`src/rtl/buffered_stream_router.sv`:
```
// buffered_stream_router: steers a valid/ready stream to one of NUM_OUT
// channels by address, or to every channel at once when bcast is set.
// Each channel has its own first-word-fall-through FIFO, so one stalled
// consumer holds up only the traffic addressed to it.
module buffered_stream_router #(
    parameter int DATA_WIDTH = 32,
    parameter int NUM_OUT    = 4,
    parameter int FIFO_DEPTH = 4
) (
    input  logic                          clk,
    input  logic                          reset,
    input  logic [DATA_WIDTH-1:0]         din,
    input  logic                          din_valid,
    output logic                          din_ready,
    input  logic [$clog2(NUM_OUT)-1:0]    addr,
    input  logic                          bcast,
    output logic [NUM_OUT*DATA_WIDTH-1:0] dout,
    output logic [NUM_OUT-1:0]            dout_valid,
    input  logic [NUM_OUT-1:0]            dout_ready,
    output logic                          drop
);

    localparam int AW = $clog2(NUM_OUT);
    localparam int PW = $clog2(FIFO_DEPTH);
    localparam int CW = PW + 1;
    localparam logic [CW-1:0] DEPTH_C   = CW'(FIFO_DEPTH);
    localparam logic [AW:0]   NUM_OUT_C = (AW + 1)'(NUM_OUT);

    logic [DATA_WIDTH-1:0] mem_q [NUM_OUT][FIFO_DEPTH];
    logic [DATA_WIDTH-1:0] mem_d [NUM_OUT][FIFO_DEPTH];
    logic [PW-1:0]         rd_ptr_q [NUM_OUT];
    logic [PW-1:0]         rd_ptr_d [NUM_OUT];
    logic [PW-1:0]         wr_ptr_q [NUM_OUT];
    logic [PW-1:0]         wr_ptr_d [NUM_OUT];
    logic [CW-1:0]         count_q  [NUM_OUT];
    logic [CW-1:0]         count_d  [NUM_OUT];
    logic                  drop_q;
    logic                  drop_d;

    logic [NUM_OUT-1:0]    full;
    logic [NUM_OUT-1:0]    empty;
    logic [NUM_OUT-1:0]    sel;
    logic [NUM_OUT-1:0]    push;
    logic [NUM_OUT-1:0]    pop;
    logic                  addr_in_range;
    logic                  accept;

    // Per-channel status flags and destination decode (bcast selects every channel)
    always_comb begin
        full          = '0;
        empty         = '0;
        sel           = '0;
        addr_in_range = ({1'b0, addr} < NUM_OUT_C);
        for (int i = 0; i < NUM_OUT; i++) begin
            full[i]  = (count_q[i] == DEPTH_C);
            empty[i] = (count_q[i] == '0);
            sel[i]   = bcast || (addr == AW'(i));
        end
    end

    // Input handshake: ready looks only at FIFO fullness, never at dout_ready,
    // so a full FIFO cannot take a word even in a cycle where it is popped
    always_comb begin
        if (reset) begin
            din_ready = 1'b0;
        end else if (bcast) begin
            din_ready = ~|full;
        end else if (addr_in_range) begin
            din_ready = ~|(full & sel);
        end else begin
            din_ready = 1'b1;
        end
        accept = din_valid && din_ready;
        push   = {NUM_OUT{accept}} & sel;
        pop    = ~empty & dout_ready;
        drop_d = accept && !bcast && !addr_in_range;
    end

    // FIFO next state: write at wr_ptr, advance pointers, track occupancy
    always_comb begin
        mem_d    = mem_q;
        rd_ptr_d = rd_ptr_q;
        wr_ptr_d = wr_ptr_q;
        count_d  = count_q;
        for (int i = 0; i < NUM_OUT; i++) begin
            if (push[i]) begin
                mem_d[i][wr_ptr_q[i]] = din;
                wr_ptr_d[i]           = wr_ptr_q[i] + 1'b1;
            end
            if (pop[i]) begin
                rd_ptr_d[i] = rd_ptr_q[i] + 1'b1;
            end
            count_d[i] = count_q[i] + CW'(push[i]) - CW'(pop[i]);
        end
    end

    // State registers; reset flushes every FIFO and clears storage
    always_ff @(posedge clk) begin
        if (reset) begin
            for (int i = 0; i < NUM_OUT; i++) begin
                rd_ptr_q[i] <= '0;
                wr_ptr_q[i] <= '0;
                count_q[i]  <= '0;
                for (int j = 0; j < FIFO_DEPTH; j++) begin
                    mem_q[i][j] <= '0;
                end
            end
            drop_q <= 1'b0;
        end else begin
            mem_q    <= mem_d;
            rd_ptr_q <= rd_ptr_d;
            wr_ptr_q <= wr_ptr_d;
            count_q  <= count_d;
            drop_q   <= drop_d;
        end
    end

    // Output heads: FIFO head when non-empty, forced to zero when empty
    always_comb begin
        dout       = '0;
        dout_valid = '0;
        for (int i = 0; i < NUM_OUT; i++) begin
            dout_valid[i] = ~empty[i];
            if (!empty[i]) begin
                dout[i*DATA_WIDTH +: DATA_WIDTH] = mem_q[i][rd_ptr_q[i]];
            end
        end
    end

    assign drop = drop_q;

endmodule
```
`config.mk`:
```
export PLATFORM = sky130hd
export DESIGN_NAME = buffered_stream_router
export DESIGN_NICKNAME = d
export VERILOG_FILES = /design/src/rtl/buffered_stream_router.sv
export SDC_FILE = /design/constraint.sdc
export NUM_CORES = 1
export LEC_CHECK = 0
export CAP_MARGIN = 20
export CORE_ASPECT_RATIO = 1.2
export CORE_MARGIN = 8
export CORE_UTILIZATION = 60
export DETAILED_ROUTE_END_ITERATION = 16
export DONT_BUFFER_PORTS = 1
export PLACE_DENSITY = 0.87
export SLEW_MARGIN = 25
export SYNTH_ARGS = -nofsm -noshare
export SYNTH_HDL_FRONTEND = slang
export SYNTH_SLANG_ARGS = --single-unit
```
`constraint.sdc`:
```
create_clock -name clk -period 6 [get_ports clk]
set_clock_uncertainty 0.1 [all_clocks]
set_input_delay 1.5 -clock clk [delete_from_list [all_inputs] [get_ports clk]]
set_output_delay 1.5 -clock clk [all_outputs]
set_load 0.05 [all_outputs]
```
**Word level (Yosys, flattened, before mapping)**

Index checks and enable logic that the tools add are counted.

- Output and inout port bits: 134
- Register bits: 540
- Bits of input ports: 42

- Magnitude comparators: 12
- Add/sub/neg operators: 16
- Eq/ne operators: 7
- Bitwise gates (word level): 16
- Muxes and demuxes: 30
- Reduce and logical (&&, ||, !) cells: 18

Operators by type and width:

| cell | number |
|---|---|
| 128-bit bitwise mux | 4 |
| 32-bit 2-to-1 mux | 16 |
| 32-bit binary-select mux with 2-bit select | 4 |
| 32-bit demux with 2-bit select | 4 |
| 3-bit greater-or-equal comparator (second input constant) | 8 |
| 2-bit NOT with 3-bit output | 8 |
| 2-bit by 1-bit adder with 2-bit output (second input constant) | 8 |
| 3-bit by 1-bit adder with 3-bit output | 4 |
| 4-bit AND | 3 |
| 3-bit equality test (second input constant) | 4 |
| 3-bit zero test | 4 |
| 3-bit by 1-bit < comparator with 1-bit output (second input constant) | 4 |
| 3-bit by 1-bit subtractor with 3-bit output | 4 |
| 4-bit OR reduction | 2 |
| 1-bit logical AND | 5 |
| 2-bit equality test (second input constant) | 2 |
| 1-bit logical OR | 4 |
| 1-bit NOT | 4 |
| 4-bit NOT | 1 |
| 2-bit by 1-bit equality test with 1-bit output (second input constant) | 1 |
| 1-bit zero test | 2 |
| 2-bit zero test | 1 |
| 1-bit 2-to-1 mux | 2 |

**Longest topological paths before layout**

- Depth in word-level cells: 11
- Depth in mapped cells: 14
- Mapped depth without buffers: 12

**Worst setup path before layout**

No wires, ideal clock.

- Path type: input-to-output
- Start: input port addr[1]
- End: output port din_ready
- Arrival time: 3.829 ns
- Path buffers: 2
- Stages on the path: 5
- Setup slack: 0.571 ns
- Cell sequence: a21o_1 a32o_1 buf_2 buf_6 nor4_1

- Cells in the longest elaborated chain, start to end: 7
- Elaborated cells on any way between the ends: 13
- Classes of those cells: eq/ne: 3; mux: 2; bitwise: 1; reduce/logical: 7

RTL lines:

| item | RTL line | RTL |
|---|---|---|
| start: declaration | 15 | `input logic [$clog2(NUM_OUT)-1:0] addr,` |
| 2-bit by 1-bit equality test with 1-bit output, or another cell as far along | 57 | `sel[i] = bcast \|\| (addr == AW'(i));` |
| 1-bit logical OR | 57 |  |
| 4-bit AND (*) | 69 | `din_ready = ~\|(full & sel);` |
| 4-bit OR reduction (*) | 69 |  |
| 1-bit zero test (*) | 69 |  |
| 1-bit 2-to-1 mux (*) | 66 | `end else if (bcast) begin` |
| 1-bit 2-to-1 mux (*) | 64 | `if (reset) begin` |
| end: declaration | 14 | `output logic din_ready,` |

Mark *: on every way between the ends. The rest lies on a longest branch, timed or not.

**Final worst setup path**

- Start: input port addr[0]
- End: output port din_ready

Same word-level chain as after synthesis.

==> impl_results.md <==
- GRT Util Overall: 27.58%
- Critical Path Start Type: input pin
- Power after layout: about 9600 µW
- Worst path max stage delay: 0.86 ns
- Post-Route WL: 69.06 mm
- Die W: 201.4 µm
- Cts hold-fix bufs: 0
- Largest net degree at the start of global routing: 576
- Peak VDD IR: 0.0002862 V
- Pwr Density: around 360 nW/µm²
- Post-DP HPWL: 41.69 mm
- Worst Path Required: 4.40 ns
- Row Count: 81
- Async set-or-reset flop fraction in the synthesized netlist: 0%
- Final Setup Violations: 0
- Average size of a mapped cell: ~8.9 µm²
- Syn_nets: around 2900
- Vias in the first global route: 20050
- Register area share after synthesis: a little over two fifths
- Fin Setup TNS: 0 ns
- Final worst-path cycle share: 77.76%
- CTS tree: yes
- Worst-Skew Late Latency: 0.58 ns
- Wire per inst: 21.67 µm
- HP Class: reg2reg
- Hold Vio Cnt, Final: 0
- Met3 WL: 7.287 mm
- CORE AREA: 40740 µm²
- CP max-delay cell: a22o_2
- Ys flop type: dfxtp_1
- Setup WS post-layout: 1.334 ns
- Via count: between 15000 and 20000
- Yosys synthesis warning count: 0
- Post-synth top area cell: dfxtp_1
- Simple-gate share of the synthesized area: around a fifth
- Layout Nets: 2677
- Clk slew on worst S/H paths: approximately 0.06 ns
- Adder-cell share of the synthesized area: 1.537%
- First-pass GRT wire length: approximately 110 mm
- Rel. slew slack: 17.09%
- Routed Antenna Nets: 0
- Die area: about 48000 µm²
- Post-Synthesis Cell Area: 24750 µm²
- Area of the multi-input gates: 12360 µm²
- Crit Path Class: in2out
- Total grt overflow: 0
- Root Buffer: clkbuf_16
- Post-cts resize count: 0
- CP Max Fanout: 30
- Maximum clock insertion buffer count: 3
- CTS Buf Count: 52
- Number of vias per cell: approximately 6.3
- Final Critical Period: roughly 4.7 ns
- Antenna violations before repair: 2
- Post-CTS setup buffers: 0
- Post-synthesis xor/xnor area fraction: 0.7078%
- Fin. max-slew vios: 0
- DRC viols: 0
- Final Util: 64.81%
- Post-synth EDFFs: 0
- First DRT Iteration DRCs: between 2000 and 2500
- CP Cell Sequence: nor2b_1 -> a22o_2 -> nor4_2 -> buf_4
- Starting Density: a little over 60%
- Post-synthesis register bit count: 540
- WHS: 0.3539 ns
- PortBufs: 0
- Leakage: 0.008747 µW
- Number of H-tree levels: 2
- TritonRoute pass-1 iters: 6
- Placer Congestion: 0.8254
- Fmax: 214.3 MHz
- CP Buf/Inv Count: 1
- Clk sink count: 540
- Main combinational cell family by area after synthesis: simple AND/OR/NAND/NOR gates
- Wl on met1: about 25 mm
- Filler cell count: between 3000 and 4000
- CP arrival: 3.07 ns
- Max-Cap Viols: 0
- DIE HEIGHT: 238.5 µm
- Pre-CTS setup slack: 1.383 ns
- Status: finished clean
- Top cells by area, synth: dfxtp_1, nand2_1, mux4_2
- Fraction of layout cells with a size suffix above 1: 11.86%
- Syn-to-layout area delta: 6.699%
- Mapped Cells: 2792
- Post-synth top cells: nand2_1, dfxtp_1, a21oi_1
- Multiplexer share of the synthesized area: approximately an eighth
- Worst Max-Slew Pin Slew: 1.244 ns
- Register area: 10820 µm²
- Top delay family on crit path: compound AO/OA/AOI/OAI gates
- N_diodes: 0
- Critical path endpoint category: output port
- Synth top area share: 43.68%
- Most frequent cell after synthesis: nand2_1
- IO Pins: 176
- DR top layer: met5
- Met2 routed WL: 33.97 mm
- RSZ-0062 raised after global routing: no
- Yosys cell types: 39
- Complex-gate fraction of the synthesized area: 15.22%
cell families (layout without fill, tap and decap cells):
logic type	Yosys count	in the layout
muxes	164	164
AOI/OAI and AO/OA	594	594
DFF	540	540
buffers and inverters	399	255
adders and majority gates	28	28
and+or+nand+nor	1046	1046
other	1	1
xor gates and xnor gates	20	20
registers in the layout (all words and copies together) (netlist names):
register / flops
count_q: 12
mem_q: 512
rd_ptr_q: 8
wr_ptr_q: 8
power breakdown:
| part | switching [µW] | internal, µW | total, µW |
|---|---|---|---|
| Sequential | 299 | 3770 | 4070 |
| Combinational | 1440 | 715 | 2150 |
| Clock | 1390 | 1990 | 3380 |
| Total | 3130 | 6480 | 9600 |
cells in the final DEF, fill, tap and decap left out, drive strengths merged, types with 43 or more instances in the layout:
cell type / instances
nand2: 775
a211o: 96
inv: 117
dfxtp: 540
o31ai: 96
nand2b: 65
mux4: 128
and2: 132
a21oi: 384
clkbuf: 81
buf: 43
worst min-delay path: stages, from the launching register on:
cell	delay [ns]
dfxtp_1	0.31
nand2_1	0.05
a21oi_1	0.05
layout make-up:
| type | count | share of cell area [%] |
|---|---|---|
| Inverter | 117 | 1.663 |
| Clock buffer | 81 | 6.027 |
| Multi-Input combinational cell | 1853 | 46.81 |
| Clock inverter | 14 | 0.7202 |
| Timing Repair Buffer | 43 | 1.251 |
| Tap cell | 539 | 2.554 |
| Sequential cell | 540 | 40.98 |
metrics by stage:
| stage | std cells | cell area [µm²] |
|---|---|---|
| finish | 3187 | 26410 |
| global route | 3187 | 26410 |
| CTS | 3187 | 26400 |
| detailed placement | 3092 | 24620 |
| global placement | 3092 | 24610 |
| floorplan | 2792 | 24750 |
per-layer routing:
layer	up-vias	track usage (%)
li1	9021	-
met1	9668	31.75
met2	1080	47.10
met3	213	7.082
met4	2	14.16
met5	-	0
worst paths after layout:
check	from	depth (start not counted)	slack, ns	endpoint
worst max-delay path	addr[0]	4	1.33	din_ready
worst min-delay path	mem_q[81]$_SDFFE_PP0P_	2	0.35	mem_q[81]$_SDFFE_PP0P_
worst max register to register	count_q[5]$_SDFF_PP0_	12	2.46	count_q[8]$_SDFF_PP0_
worst min register to register	mem_q[81]$_SDFFE_PP0P_	2	0.35	mem_q[81]$_SDFFE_PP0P_
No activity file was read; power rests on OpenSTA's default activity.
